[src/rtl/dma_ahb32_defines.sv]
// Shared register map, STATUS layout and AHB-Lite encodings for the DMA peripheral FIFO.
package dma_ahb32_defines;

  localparam logic [3:0] ADDR_TXDATA = 4'h0;
  localparam logic [3:0] ADDR_RXDATA = 4'h4;
  localparam logic [3:0] ADDR_STATUS = 4'h8;

  localparam int unsigned STAT_TX_LSB  = 0;
  localparam int unsigned STAT_RX_LSB  = 16;
  localparam int unsigned STAT_LEVEL_W = 8;

  localparam logic [1:0] HTRANS_IDLE   = 2'b00;
  localparam logic [1:0] HTRANS_BUSY   = 2'b01;
  localparam logic [1:0] HTRANS_NONSEQ = 2'b10;
  localparam logic [1:0] HTRANS_SEQ    = 2'b11;

  localparam logic [1:0] HSIZE_WORD = 2'b10;

  typedef enum logic [1:0] {
    ST_IDLE = 2'd0,
    ST_ERR1 = 2'd1,
    ST_ERR2 = 2'd2
  } ahb_state_t;

  function automatic logic [31:0] status_word(input logic [7:0] rx_level,
                                              input logic [7:0] tx_level);
    logic [31:0] w;
    w = '0;
    w[STAT_RX_LSB +: STAT_LEVEL_W] = rx_level;
    w[STAT_TX_LSB +: STAT_LEVEL_W] = tx_level;
    return w;
  endfunction

endpackage

[src/rtl/dma_ahb32_sync_fifo.sv]
// Single-clock FIFO; storage is not reset, only pointers, level and flags.
module dma_ahb32_sync_fifo #(
  parameter int unsigned DEPTH = 8,
  parameter int unsigned WIDTH = 32,
  localparam int unsigned AW = $clog2(DEPTH),
  localparam int unsigned LW = AW + 1
) (
  input  logic             clk,
  input  logic             rst_n,
  input  logic             push,
  input  logic [WIDTH-1:0] wdata,
  input  logic             pop,
  output logic [WIDTH-1:0] rdata,
  output logic [LW-1:0]    level,
  output logic             full,
  output logic             empty
);

  logic [WIDTH-1:0] mem [DEPTH];
  logic [AW-1:0]    wr_ptr;
  logic [AW-1:0]    rd_ptr;
  logic             do_push;
  logic             do_pop;
  logic [LW-1:0]    level_d;

  // A push into a full FIFO is only legal when a pop frees the slot in the same cycle.
  assign do_push = push & (~full | pop);
  assign do_pop  = pop & ~empty;
  assign rdata   = mem[rd_ptr];

  always_comb begin
    level_d = level;
    if (do_push && !do_pop)      level_d = level + LW'(1);
    else if (!do_push && do_pop) level_d = level - LW'(1);
  end

  always_ff @(posedge clk or negedge rst_n) begin
    if (!rst_n) begin
      wr_ptr <= '0;
      rd_ptr <= '0;
      level  <= '0;
      full   <= 1'b0;
      empty  <= 1'b1;
    end else begin
      if (do_push) wr_ptr <= wr_ptr + AW'(1);
      if (do_pop)  rd_ptr <= rd_ptr + AW'(1);
      level <= level_d;
      full  <= (level_d == LW'(DEPTH));
      empty <= (level_d == LW'(0));
    end
  end

  always_ff @(posedge clk) begin
    if (do_push) mem[wr_ptr] <= wdata;
  end

endmodule

[src/rtl/dma_ahb32_periph_fifo.sv]
// AHB-Lite slave front-end for a TX/RX word FIFO pair with DMA request handshakes.
module dma_ahb32_periph_fifo
  import dma_ahb32_defines::*;
#(
  parameter int unsigned DEPTH     = 8,
  parameter int unsigned TX_THRESH = 4,
  parameter int unsigned RX_THRESH = 4
) (
  input  logic        hclk,
  input  logic        hresetn,
  input  logic        hsel,
  input  logic [3:0]  haddr,
  input  logic [1:0]  htrans,
  input  logic        hwrite,
  input  logic [1:0]  hsize,
  input  logic [31:0] hwdata,
  input  logic        hready,
  output logic        hreadyout,
  output logic        hresp,
  output logic [31:0] hrdata,
  output logic        tx_req,
  input  logic        tx_clr,
  output logic        rx_req,
  input  logic        rx_clr,
  output logic        tx_valid,
  output logic [31:0] tx_data,
  input  logic        tx_ready,
  input  logic        rx_valid,
  input  logic [31:0] rx_data,
  output logic        rx_ready
);

  localparam int unsigned LW = $clog2(DEPTH) + 1;

  ahb_state_t    state, state_d;
  logic          hreadyout_d, hresp_d;
  logic [31:0]   hrdata_d;
  logic          wr_pend, wr_pend_d;
  logic          rx_pop;
  logic          accept, bad;
  logic          tx_hold, rx_hold;

  logic [LW-1:0] tx_level, rx_level, tx_free;
  logic          tx_full, tx_empty, rx_full, rx_empty;
  logic          tx_full_eff;
  logic [31:0]   rx_head;

  dma_ahb32_sync_fifo #(.DEPTH(DEPTH), .WIDTH(32)) u_tx_fifo (
    .clk   (hclk),
    .rst_n (hresetn),
    .push  (wr_pend),
    .wdata (hwdata),
    .pop   (tx_ready & ~tx_empty),
    .rdata (tx_data),
    .level (tx_level),
    .full  (tx_full),
    .empty (tx_empty)
  );

  dma_ahb32_sync_fifo #(.DEPTH(DEPTH), .WIDTH(32)) u_rx_fifo (
    .clk   (hclk),
    .rst_n (hresetn),
    .push  (rx_valid & ~rx_full),
    .wdata (rx_data),
    .pop   (rx_pop),
    .rdata (rx_head),
    .level (rx_level),
    .full  (rx_full),
    .empty (rx_empty)
  );

  assign tx_valid = ~tx_empty;
  assign rx_ready = ~rx_full;
  assign tx_free  = LW'(DEPTH) - tx_level;
  assign accept   = hsel & hready & (htrans != HTRANS_IDLE) & (htrans != HTRANS_BUSY);

  // A write still in its data phase will land before this one, so count it as occupied.
  assign tx_full_eff = tx_full | (wr_pend & (tx_level == LW'(DEPTH - 1)));

  always_comb begin
    bad = 1'b0;
    if (hsize != HSIZE_WORD || haddr[1:0] != 2'b00) bad = 1'b1;
    else if (hwrite)                                bad = (haddr != ADDR_TXDATA) | tx_full_eff;
    else if (haddr == ADDR_RXDATA)                  bad = rx_empty;
    else                                            bad = (haddr != ADDR_STATUS);
  end

  // Reads capture their data at the address edge, so RX pops there and hrdata is registered.
  always_comb begin
    state_d     = state;
    hreadyout_d = 1'b1;
    hresp_d     = 1'b0;
    hrdata_d    = '0;
    wr_pend_d   = 1'b0;
    rx_pop      = 1'b0;
    case (state)
      ST_ERR1: begin
        state_d = ST_ERR2;
        hresp_d = 1'b1;
      end
      default: begin
        state_d = ST_IDLE;
        if (accept) begin
          if (bad) begin
            state_d     = ST_ERR1;
            hreadyout_d = 1'b0;
            hresp_d     = 1'b1;
          end else if (hwrite) begin
            wr_pend_d = 1'b1;
          end else if (haddr == ADDR_RXDATA) begin
            rx_pop   = 1'b1;
            hrdata_d = rx_head;
          end else begin
            hrdata_d = status_word(8'(rx_level), 8'(tx_level));
          end
        end
      end
    endcase
  end

  always_ff @(posedge hclk or negedge hresetn) begin
    if (!hresetn) begin
      state     <= ST_IDLE;
      hreadyout <= 1'b1;
      hresp     <= 1'b0;
      hrdata    <= '0;
      wr_pend   <= 1'b0;
    end else begin
      state     <= state_d;
      hreadyout <= hreadyout_d;
      hresp     <= hresp_d;
      hrdata    <= hrdata_d;
      wr_pend   <= wr_pend_d;
    end
  end

  // A clr pulse masks the request for its own cycle and, via the hold, the following one.
  always_ff @(posedge hclk or negedge hresetn) begin
    if (!hresetn) begin
      tx_req  <= 1'b0;
      rx_req  <= 1'b0;
      tx_hold <= 1'b0;
      rx_hold <= 1'b0;
    end else begin
      tx_hold <= tx_clr;
      rx_hold <= rx_clr;
      tx_req  <= (tx_free >= LW'(TX_THRESH)) & ~tx_clr & ~tx_hold;
      rx_req  <= (rx_level >= LW'(RX_THRESH)) & ~rx_clr & ~rx_hold;
    end
  end

endmodule

[config.mk]
export PLATFORM = sky130hd
export DESIGN_NAME = dma_ahb32_periph_fifo
export DESIGN_NICKNAME = d
export VERILOG_FILES = /design/src/rtl/dma_ahb32_defines.sv /design/src/rtl/dma_ahb32_sync_fifo.sv /design/src/rtl/dma_ahb32_periph_fifo.sv
export SDC_FILE = /design/constraint.sdc
export NUM_CORES = 1
export LEC_CHECK = 0
export BUFFER_PORTS_ARGS = -buffer_cell sky130_fd_sc_hd__buf_2
export CORE_MARGIN = 2
export CORE_UTILIZATION = 40
export CTS_CLUSTER_SIZE = 40
export DETAILED_ROUTE_END_ITERATION = 8
export PLACE_DENSITY = 0.56
export SETUP_SLACK_MARGIN = 0.02
export SLEW_MARGIN = 20
export SYNTH_ARGS = -nofsm -noshare
export SYNTH_HDL_FRONTEND = slang
export SYNTH_SLANG_ARGS = --single-unit
[constraint.sdc]
create_clock -name hclk -period 5.44 [get_ports hclk]
set_input_delay 0.272 -clock hclk [delete_from_list [all_inputs] [get_ports hclk]]
set_output_delay 0.272 -clock hclk [all_outputs]
set_load 0.02 [all_outputs]
==> flow_metrics.env, run 1 <==
export IMPL_tns_ps=0
export IMPL_grt_total_usage_pct=15.93
export IMPL_status="finished, final reports clean"
export IMPL_grt_pass1_wl_mm=67.46
export IMPL_io_pins=151
export IMPL_synthesis_nets=1086
export IMPL_final_max_slew_viol_count=0
export IMPL_wl_met2_mm=22.25
export IMPL_synth_area_sq_um=21860
export IMPL_cts_tree="done"
export IMPL_p_total_w=0.01181
export IMPL_vias=10300
export IMPL_finalSetupViolCount=0
export IMPL_crit_fanout=27
export IMPL_power_share_clock_pct=35.3
export IMPL_maxCapViolCount=0
export IMPL_rr_endpoint="u_tx_fifo.mem[7][4]$_DFFE_PP_"
export IMPL_min_period_ps=3332
export IMPL_syn_area_per_cell_sq_um=21.93
export IMPL_port_buffers=149
export IMPL_p_int_w=0.008710
export IMPL_rows=85
export IMPL_routed_wl_mm=44.05
export IMPL_cp_start_kind="register"
export IMPL_die_x_um=237.8
export IMPL_final_common_cell="edfxtp_1"
export IMPL_path_class="reg2out"
export IMPL_synth_flop_cell="edfxtp_1"
export IMPL_placedCellCount=1822
export IMPL_core_area_sq_um=53920
export IMPL_reg2regPathDepth=6
export IMPL_grt_ovfl_total=0
export IMPL_async_reset_ff_share_pct=11.27
export IMPL_worstPathRequired_ps=5170
export IMPL_cts_setup_buffers=0
export IMPL_synth_seq_cells=577
export IMPL_drive_above_1_share_pct=35.50
export IMPL_wl_per_cell_um=21.98
export IMPL_power_frac_seq_pct=46.0
export IMPL_cts_sinks=577
export IMPL_finalHoldViolCount=0
export IMPL_end_kind="output port"
export IMPL_clkTransAtPathRegs_ps=60
export IMPL_seq_area_frac_synth_pct=77.79
export IMPL_gp_congestion=0.7184
export IMPL_clkLatencyLatePin_ps=630
export IMPL_clock_fmax_mhz=300.1
export IMPL_rsz0062_at_grt="no"
export IMPL_power_density_nw_per_um2=448.5
export IMPL_crit_end="tx_data[0]"
export IMPL_hpwl_mm=24.44
export IMPL_finish_net_count=1346
export IMPL_leakagePower_nw=8.874
export IMPL_hold_path_class="in2reg"
export IMPL_worst_slew_pin_slew_ps=1087
export IMPL_wirelength_met1_mm=19.02
export IMPL_final_core_util_pct=48.83
export IMPL_synth_distinct_cells=46
export IMPL_mostFrequentLayoutCells="edfxtp_1 (512), buf_2 (148), mux4_2 (128)"
export IMPL_arrival_ps=3060
export IMPL_fp_dieArea_sq_um=56530
export IMPL_die_h_um=237.8
export IMPL_wl_met3_mm=1.846
export IMPL_via_per_inst=5.140
export IMPL_combPwrFrac_pct=18.7
export IMPL_relSlewSlack_pct=27.53
export IMPL_cts_root_buf="clkbuf_16"
export IMPL_r2r_start="u_tx_fifo.empty$_DFF_PN1_"
export IMPL_switching_share_pct=26.23
export IMPL_period_share_pct=61.25
export IMPL_grt_max_degree=66
export IMPL_top_layer_used="met5"
export IMPL_clock_skew_ps=42.88
export IMPL_instances_no_fill=2004
export IMPL_hold_slack_ps=46.78
export IMPL_drt_pass1_iter_count=4
export IMPL_grt_pass1_vias=11120
export IMPL_drtIter0Drc=501
export IMPL_clock_path_buffers=3
export IMPL_area_growth_pct=20.44
export IMPL_synth_edf_count=512
export IMPL_numCtsBuffers=59
export IMPL_peakVddDrop_mv=0.2509
export IMPL_yosysWarningCount=0
export IMPL_remaining_drc_errors=0
export IMPL_r2r_slack_ps=2640
export IMPL_initial_core_util_pct=40.54
export IMPL_crit_start="u_tx_fifo.rd_ptr[0]$_DFFE_PN0P_"
export IMPL_htree_num_levels=2
export IMPL_antenna_found_initial=2
export IMPL_antenna_left=0
export IMPL_switchingPower_w=0.003098
export IMPL_synth_cells=997
cell families after synthesis:
logic type,synth area share (%)
fa+ha+maj,0.4579
mux,16.49
flops,77.79
buf+inv,1.139
xor+xnor,0.5609
simple gates,2.719
compound gates,0.8414
how the worst min path moves through the flow:
stage	cells past startpoint	slack, ps	startpoint	to
floorplan	0	-20	hresetn	hrdata[0]$_DFF_PN0_
global placement	1	390	tx_clr	tx_hold$_DFF_PN0_
detailed placement	1	390	rx_hold$_DFF_PN0_	rx_req$_DFF_PN0_
CTS	3	10	hready	hresp$_DFF_PN0_
global route	3	60	hready	hresp$_DFF_PN0_
finish	3	50	hready	hresp$_DFF_PN0_
per-layer routing:
metal / global-route usage [%] / vias up
met5: 0 / -
met4: 4.993 / 2
li1: - / 4607
met1: 20.70 / 5445
met2: 27.26 / 188
met3: 2.985 / 59
cells in the mapped netlist, drive strengths merged (4+ instances only):
cell type / number / area, sq um
edfxtp: 512 / 15370
mux4: 128 / 2883
dfrtp: 62 / 1551
nor2: 44 / 165.2
mux2i: 35 / 350.3
mux2: 33 / 371.6
clkbuf: 26 / 97.59
nand2: 25 / 93.84
buf: 20 / 113.9
nor3: 12 / 60.06
inv: 10 / 37.54
a211oi: 9 / 67.56
xnor2: 9 / 78.83
ha: 8 / 100.1
nand2b: 8 / 50.05
o21ai: 8 / 40.04
a21oi: 5 / 25.02
nor4b: 5 / 62.56
xor2: 5 / 43.79
nor4: 4 / 25.02
stage by stage:
step                      cell area (sq um)  worst slack [ps]
final                                 26330              2108
after global routing                  26330              1874
after CTS                             26320              1963
after detailed placement              23580              2410
after global placement                23580              2448
after floorplan                       21860              1044
power by group through the flow:
stage / registers (W) / logic, W / clock network, W
final: 0.00544 / 0.00221 / 0.00417
after CTS: 0.00545 / 0.00227 / 0.00427
after floorplan: 0.00541 / 0.00162 / 0
after global placement: 0.00552 / 0.00220 / 0
after detailed placement: 0.00554 / 0.00222 / 0
after global routing: 0.00548 / 0.00239 / 0.00445
timing repair:
item,4_1_cts,5_1_grt
gates resized for setup,0,0
endpoints found under the hold margin,580,0
hold buffers,70,0
worst max-delay path: stages (launching register included):
cell and delay, ps:
dfrtp_4 790, buf_4 570, mux4_2 570, mux2_2 310, buf_2 170
layout make-up:
| class | count | area [sq um] |
|---|---|---|
| fillers | 4398 | 27590 |
| flip-flops and latches | 577 | 17020 |
| multi-input cells | 364 | 4710 |
| repair buffers | 245 | 1648 |
| clock buffers | 74 | 1624 |
| well taps | 696 | 870.8 |
| clock inverters | 37 | 419.2 |
| inverters | 10 | 37.54 |
| diodes | 1 | 2.502 |
sequential cells by signal (all words and copies together), names as in the netlist:
name and cells:
hresp 1, u_tx_fifo.empty 1, u_rx_fifo.empty 1, u_tx_fifo.mem 256, rx_hold 1, u_tx_fifo.full 1
u_tx_fifo.level 4, rx_req 1, u_tx_fifo.rd_ptr 3, u_rx_fifo.full 1, u_rx_fifo.level 4, u_rx_fifo.rd_ptr 3
u_rx_fifo.mem 256, u_tx_fifo.wr_ptr 3, tx_req 1, u_rx_fifo.wr_ptr 3, state 2, tx_hold 1
hrdata 32, wr_pend 1, hreadyout 1
No activity file was read; power rests on OpenSTA's default activity.
==> run 2: changes to the inputs <==
--- a/config.mk
+++ b/config.mk
@@ -5,12 +5,13 @@
 export SDC_FILE = /design/constraint.sdc
 export NUM_CORES = 1
 export LEC_CHECK = 0
+export ABC_AREA = 1
 export BUFFER_PORTS_ARGS = -buffer_cell sky130_fd_sc_hd__buf_2
 export CORE_MARGIN = 2
 export CORE_UTILIZATION = 40
 export CTS_CLUSTER_SIZE = 40
 export DETAILED_ROUTE_END_ITERATION = 8
-export PLACE_DENSITY = 0.56
+export PLACE_DENSITY = 0.58
 export SETUP_SLACK_MARGIN = 0.02
 export SLEW_MARGIN = 20
 export SYNTH_ARGS = -nofsm -noshare
==> constraint.sdc (replaced) <==
create_clock -name hclk -period 3.05 [get_ports hclk]
set_input_delay 0.1525 -clock hclk [delete_from_list [all_inputs] [get_ports hclk]]
set_output_delay 0.1525 -clock hclk [all_outputs]
set_load 0.02 [all_outputs]
==> run 2 against run 1 <==
Net effect:
- first-iteration DRC count rose by 84%
- clock power grew 74%
- worst hold slack lost 4.3 ps
- sequential share of layout area down 1.6 points
- register-to-register slack worse by 1800 ps
- critical path type unchanged
- highest routed layer unchanged
- area after synthesis increased by 2.6%
==> flow_metrics.env, run 2 <==
export IMPL_cts_resized=0
export IMPL_yosysTopAreaCellShare_pct=68.58
export IMPL_peakVddDrop_mv=0.7681
export IMPL_end_kind="output port"
export IMPL_clkLatencyLatePin_ps=620
export IMPL_syn_area_per_cell_sq_um=13.22
export IMPL_antenna_found_initial=2
export IMPL_cts_root_buf="clkbuf_16"
export IMPL_synth_area_leaders="edfxtp_1 (69%), nor2_1 (7.0%), dfrtp_1 (6.9%)"
export IMPL_cts_sinks=577
export IMPL_leakagePower_nw=9.499
export IMPL_wl_per_cell_um=18.89
export IMPL_cts_tree="done"
export IMPL_switchingPower_w=0.006570
export IMPL_clock_skew_ps=24.96
export IMPL_crit_end="tx_data[25]"
export IMPL_vias=13960
export IMPL_switching_share_pct=30.46
export IMPL_power_frac_seq_pct=43.5
export IMPL_fp_dieArea_sq_um=57960
export IMPL_yosys_cell_count_top_type="edfxtp_1"
export IMPL_mostFrequentLayoutCells="edfxtp_1 (512), nor2_1 (404), o21ai_0 (197)"
export IMPL_dp_slack_ps=883.7
export IMPL_final_core_util_pct=48.82
export IMPL_ctsHoldBuffers=74
export IMPL_hpwl_mm=26.26
export IMPL_gp_congestion=0.7698
export IMPL_grt_total_usage_pct=17.34
export IMPL_yosysWarningCount=0
export IMPL_htree_num_levels=2
export IMPL_fin_area_sq_um=27000
export IMPL_finalSetupViolCount=0
export IMPL_clock_fmax_mhz=383.1
export IMPL_synth_area_sq_um=22420
export IMPL_cts_setup_buffers=0
export IMPL_synth_seq_cells=577
export IMPL_worst_slew_pin_slew_ps=779.1
export IMPL_p_int_w=0.01500
export IMPL_combPwrFrac_pct=22.8
export IMPL_async_reset_ff_share_pct=11.27
export IMPL_relSlewSlack_pct=48.06
export IMPL_io_pins=151
export IMPL_rsz0062_at_grt="no"
export IMPL_cp_start_kind="register"
export IMPL_initial_core_util_pct=40.53
export IMPL_port_buffers=149
export IMPL_remaining_drc_errors=0
export IMPL_worstPathRequired_ps=2900
export IMPL_area_growth_pct=20.44
export IMPL_drtIter0Drc=923
export IMPL_power_share_clock_pct=33.7
export IMPL_clock_path_buffers=3
export IMPL_final_common_cell="edfxtp_1"
export IMPL_synth_top_area_cell="edfxtp_1"
export IMPL_grt_pass1_wl_mm=76.98
export IMPL_final_max_slew_viol_count=0
export IMPL_maxCapViolCount=0
export IMPL_core_area_sq_um=55310
export IMPL_hold_path_class="in2reg"
export IMPL_synth_distinct_cells=39
export IMPL_drive_above_1_share_pct=16.53
export IMPL_die_h_um=240.7
export IMPL_grt_max_degree=130
export IMPL_power_density_nw_per_um2=798.8
export IMPL_grt_ovfl_total=0
export IMPL_synthesis_nets=1785
export IMPL_seq_area_frac_synth_pct=75.85
export IMPL_place_area_sq_um=24280
export IMPL_tns_ps=0
export IMPL_die_x_um=240.7
export IMPL_crit_fanout=69
export IMPL_finalHoldViolCount=0
export IMPL_status="finished, final reports clean"
export IMPL_synth_edf_count=512
export IMPL_synth_flop_cell="edfxtp_1"
export IMPL_clkTransAtPathRegs_ps=60
export IMPL_top_regs="u_rx_fifo.mem (256), u_tx_fifo.mem (256), hrdata (32)"
export IMPL_final_fill_count=4861
export IMPL_grt_pass1_vias=13700
export IMPL_crit_start="u_tx_fifo.rd_ptr[0]$_DFFE_PN0P_"
export IMPL_synth_cells=1696
export IMPL_antenna_left=0
export IMPL_rows=86
export IMPL_setup_ws_ps=439.9
export IMPL_synthTopCellsByCount="edfxtp_1 (512), nor2_1 (420), o21ai_0 (197), nand2_1 (111), clkbuf_1 (64)"
export IMPL_period_share_pct=85.58
export IMPL_min_period_ps=2610
export IMPL_reg2regPathDepth=7
export IMPL_via_per_inst=5.142
export IMPL_drt_pass1_iter_count=5
export IMPL_finish_net_count=2005
export IMPL_r2r_slack_ps=880
export IMPL_numCtsBuffers=59
export IMPL_r2r_start="u_tx_fifo.empty$_DFF_PN1_"
export IMPL_arrival_ps=2460
export IMPL_rr_endpoint="u_tx_fifo.mem[6][3]$_DFFE_PP_"
export IMPL_routed_wl_mm=51.29
export IMPL_path_class="reg2out"
[run 2: worst min-delay path by stage]
stage,start,endpoint,slack [ps],depth (start not counted)
after floorplan,hresetn,hrdata[0]$_DFF_PN0_,-140,0
after global placement,hresetn,hrdata[21]$_DFF_PN0_,260,1
after detailed placement,hresetn,hrdata[26]$_DFF_PN0_,280,1
after CTS,haddr[1],hrdata[16]$_DFF_PN0_,10,5
after global routing,haddr[1],hrdata[16]$_DFF_PN0_,50,5
final,haddr[1],hrdata[16]$_DFF_PN0_,40,5
[run 2: layout make-up]
class | instances | area [sq um] | share of cell area (%)
clock inverter | 42 | 422.9 | 1.566
inverter | 45 | 171.4 | 0.6348
clock buffer | 69 | 1555 | 5.760
tap | 748 | 935.9 | 3.466
timing repair buffer | 258 | 1952 | 7.229
multi-input combinational | 975 | 4945 | 18.31
antenna | 1 | 2.502 | 0.009267
sequential | 577 | 17020 | 63.02
[run 2: logic make-up after synthesis]
| group | synth area share, % |
|---|---|
| flops | 75.85 |
| simple gates | 10.22 |
| compound gates | 9.884 |
| buf+inv | 2.629 |
| mux | 0.5358 |
| xor+xnor | 0.4297 |
| fa+ha+maj | 0.4465 |
[run 2: power groups by stage]
stage / registers [W] / clock network, W / logic, W
2_1_floorplan: 0.00953 / 0 / 0.00315
3_3_place_gp: 0.00954 / 0 / 0.00480
3_5_place_dp: 0.00955 / 0 / 0.00488
4_1_cts: 0.00939 / 0.00740 / 0.00497
5_1_grt: 0.00944 / 0.00773 / 0.00544
6_report: 0.00939 / 0.00726 / 0.00492
[run 2: metrics by stage]
step | power (W) | hold slack [ps] | cells
floorplan | 0.01268 | -143.1 | 1696
global placement | 0.01434 | 264.8 | 2529
detailed placement | 0.01443 | 279.0 | 2529
CTS | 0.02177 | 13.86 | 2714
global route | 0.02261 | 47.28 | 2715
finish | 0.02157 | 42.46 | 2715
[run 2: worst max-delay path: stages, from the launching register on]
cell and delay [ps]:
dfrtp_4 490, clkinv_2 220, buf_12 300, nor2_1 80
o22ai_1 190, nor2_1 60, a31oi_1 260, buf_2 230
[run 2: per-layer routing]
metal  vias up  wire (um)  share of wire [%]  global-route usage [%]
li1       6623          -                  -                       -
met1      6894      22090                 43                   22.45
met2       355      25020                 49                   29.47
met3        86       2988                5.8                   3.443
met4         2       1188                2.3                   5.499
met5         -         11              0.021                       0
==> run 3: changes to the inputs <==
--- a/config.mk
+++ b/config.mk
@@ -16,4 +16,5 @@
 export SLEW_MARGIN = 20
 export SYNTH_ARGS = -nofsm -noshare
 export SYNTH_HDL_FRONTEND = slang
+export SYNTH_HIERARCHICAL = 1
 export SYNTH_SLANG_ARGS = --single-unit
==> run 3 against run 2 <==
Net effect:
- largest power group unchanged
- cell count grew 0.33%
- synthesized cell count decreased by 1.2%
- global-route usage decreased by 0.47 points
- via count down 1.3%
==> flow_metrics.env, run 3 <==
export IMPL_status="finished, final reports clean"
export IMPL_finalHoldViolCount=0
export IMPL_critPathMaxStageDelay_ps=590
export IMPL_reg2regPathDepth=8
export IMPL_relSlewSlack_pct=37.07
export IMPL_final_core_util_pct=48.46
export IMPL_seq_area_frac_synth_pct=73.91
export IMPL_arrival_ps=3110
export IMPL_wl_per_cell_um=18.52
export IMPL_multi_input_area_sq_um=5290
export IMPL_drive_above_1_share_pct=17.60
export IMPL_grt_max_degree=130
export IMPL_yosys_cell_count_top_type="edfxtp_1"
export IMPL_cts_tree="done"
export IMPL_finish_net_count=2004
export IMPL_die_h_um=243.8
export IMPL_clkTransAtPathRegs_ps=60
export IMPL_remaining_drc_errors=0
export IMPL_numCtsBuffers=59
export IMPL_synth_distinct_cells=35
export IMPL_worstPathRequired_ps=3320
export IMPL_final_common_cell="edfxtp_1"
export IMPL_placedCellCount=2532
export IMPL_yosysWarningCount=6
export IMPL_power_density_nw_per_um2=781.1
export IMPL_top_regs="u_rx_fifo/mem (256), u_tx_fifo/mem (256), hrdata (32)"
export IMPL_synthesis_nets=1765
export IMPL_clkLatencyLatePin_ps=610
export IMPL_synth_area_leaders="edfxtp_1 (67%), dfrtp_1 (6.7%), mux2i_1 (5.6%)"
export IMPL_min_period_ps=2834
export IMPL_drtIter0Drc=775
export IMPL_core_area_sq_um=56600
export IMPL_mostFrequentLayoutCells="edfxtp_1 (512), nand2_1 (289), nor2_1 (149)"
export IMPL_maxCapViolCount=0
export IMPL_rr_endpoint="hrdata[18]$_DFF_PN0_"
export IMPL_antenna_left=0
export IMPL_hold_path_class="in2reg"
export IMPL_end_kind="register"
export IMPL_gp_congestion=0.7331
export IMPL_critical_path_top_delay_family="buffers and inverters"
export IMPL_port_buffers=149
export IMPL_async_reset_ff_share_pct=11.27
export IMPL_finalSetupViolCount=0
export IMPL_fin_area_sq_um=27430
export IMPL_min_delay_path_depth=5
export IMPL_critPathSlowestCell="dlygate4sd3_1"
export IMPL_antenna_found_initial=2
export IMPL_vias=13780
export IMPL_drt_pass1_iter_count=5
export IMPL_grt_pass1_vias=13650
export IMPL_final_fill_count=4947
export IMPL_final_seq_area_sq_um=17020
export IMPL_instances_no_fill=2724
export IMPL_period_share_pct=92.91
export IMPL_r2r_slack_ps=390
export IMPL_final_max_slew_viol_count=0
export IMPL_min_from="tx_ready"
export IMPL_hpwl_mm=27.84
export IMPL_setup_ws_ps=216.2
export IMPL_clock_fmax_mhz=352.9
export IMPL_cts_root_buf="clkbuf_16"
export IMPL_dp_slack_ps=409.0
export IMPL_initial_core_util_pct=40.65
export IMPL_htree_num_levels=2
export IMPL_grt_pass1_wl_mm=78.42
export IMPL_synth_seq_cells=577
export IMPL_worst_slew_pin_slew_ps=944.0
export IMPL_synth_flop_cell="edfxtp_1"
export IMPL_r2r_start="u_rx_fifo/rd_ptr[1]$_DFFE_PN0P_"
export IMPL_hold_path_end="u_tx_fifo/rd_ptr[0]$_DFFE_PN0P_"
export IMPL_syn_area_per_cell_sq_um=13.73
export IMPL_peakVddDrop_mv=0.4448
export IMPL_rsz0062_at_grt="no"
export IMPL_synth_edf_count=512
export IMPL_grt_total_usage_pct=16.88
export IMPL_rows=87
export IMPL_path_class="in2reg"
export IMPL_crit_buf_inv=6
export IMPL_die_x_um=243.8
export IMPL_cts_sinks=577
export IMPL_leakagePower_nw=10.54
export IMPL_clock_path_buffers=3
export IMPL_via_per_inst=5.059
export IMPL_synthTopCellsByCount="edfxtp_1 (512), nand2_1 (290), nor2_1 (166), o21ai_0 (129)"
export IMPL_path_cells="dlygate4sd3_1 -> buf_2 -> nand3_1 -> dlygate4sd3_1 -> nor2_2 -> nand4_4 -> nor2_1 -> inv_1 -> a21oi_4 -> inv_1 -> or2_2 -> nor2_4 -> buf_4"
export IMPL_area_growth_pct=19.23
export IMPL_cp_start_kind="primary input"
export IMPL_crit_fanout=17
export IMPL_cp_num_cells=13
export IMPL_fp_dieArea_sq_um=59460
export IMPL_synth_cells=1676
export IMPL_synth_top_area_cell="edfxtp_1"
export IMPL_routed_wl_mm=50.44
export IMPL_yosysTopAreaCellShare_pct=66.82
export IMPL_grt_ovfl_total=0
export IMPL_synth_area_sq_um=23010
export IMPL_clock_skew_ps=29.93
export IMPL_io_pins=151
export IMPL_place_area_sq_um=24790
run 3: changes by cell type after synthesis, moves of 27 or more:
cell / before / now
o21ai_0: 197 / 129
nand2_1: 111 / 290
a31oi_1: 32 / 0
o22ai_1: 32 / 128
inv_1: 36 / 76
mux2i_1: 12 / 128
nor2_1: 420 / 166
a21oi_1: 32 / 5
o32ai_1: 52 / 0
run 3: layout make-up:
type | count | share of cell area, %
Antenna cell | 2 | 0.01824
Multi-Input combinational cell | 929 | 19.28
Sequential cell | 577 | 62.04
Clock buffer | 88 | 6.258
Clock inverter | 24 | 0.5291
Timing Repair Buffer | 268 | 7.325
Inverter | 80 | 1.095
Tap cell | 756 | 3.448
run 3: layer usage:
layer | GRT usage, % | up-vias | part of all wire [%]
met3 | 2.688 | 74 | 4.9
met1 | 22.80 | 6840 | 44
li1 | - | 6561 | -
met2 | 28.17 | 307 | 49
met4 | 4.950 | 0 | 2.3
met5 | 0 | - | 0
run 3: worst max path at each step:
stage	start	end
global route	hready	u_rx_fifo/mem[6][7]$_DFFE_PP_
CTS	hready	u_rx_fifo/mem[1][11]$_DFFE_PP_
global placement	state[0]$_DFF_PN0_	u_rx_fifo/mem[6][9]$_DFFE_PP_
floorplan	state[0]$_DFF_PN0_	u_rx_fifo/mem[0][0]$_DFFE_PP_
detailed placement	state[0]$_DFF_PN0_	u_rx_fifo/mem[1][20]$_DFFE_PP_
finish	hready	u_rx_fifo/mem[6][11]$_DFFE_PP_
run 3: worst min-delay path, delay by kind of cell:
| kind | cells | cell delay (ps) |
|---|---|---|
| buffers and inverters | 2 | 150 |
| XOR/XNOR | 1 | 90 |
| AND/OR/NAND/NOR | 2 | 230 |
run 3: cells by family after synthesis:
| family | after synthesis | synth area share [%] |
|---|---|---|
| flops | 577 | 73.91 |
| fa+ha+maj | 8 | 0.4351 |
| compound gates | 274 | 6.852 |
| mux | 128 | 5.569 |
| xor+xnor | 10 | 0.3807 |
| simple gates | 509 | 9.212 |
| buf+inv | 170 | 3.643 |
run 3: repair_timing:
item                       in CTS  in global routing
setup endpoints to repair       0                115
hold endpoints to repair      588                  0
buffers inserted                0                  1
hold buffers                   77                  0
gates resized for setup         0                  1
run 3: metrics by stage:
stage                     total power [W]  hold WS, ps  TNS (ps)
after floorplan                   0.01315       -143.1    -60830
after global placement            0.01464        280.8         0
after detailed placement          0.01474        282.7         0
after CTS                         0.02165        42.11         0
after global routing              0.02252        112.2         0
final                             0.02143        58.84         0
run 3: report_power, final:
group	internal [W]	total (W)	switching [W]	leakage, nW
combinational	0.00168	0.00500	0.00331	4.15
sequential	0.00931	0.00963	0.000322	5.46
clock	0.00389	0.00680	0.00291	0.928
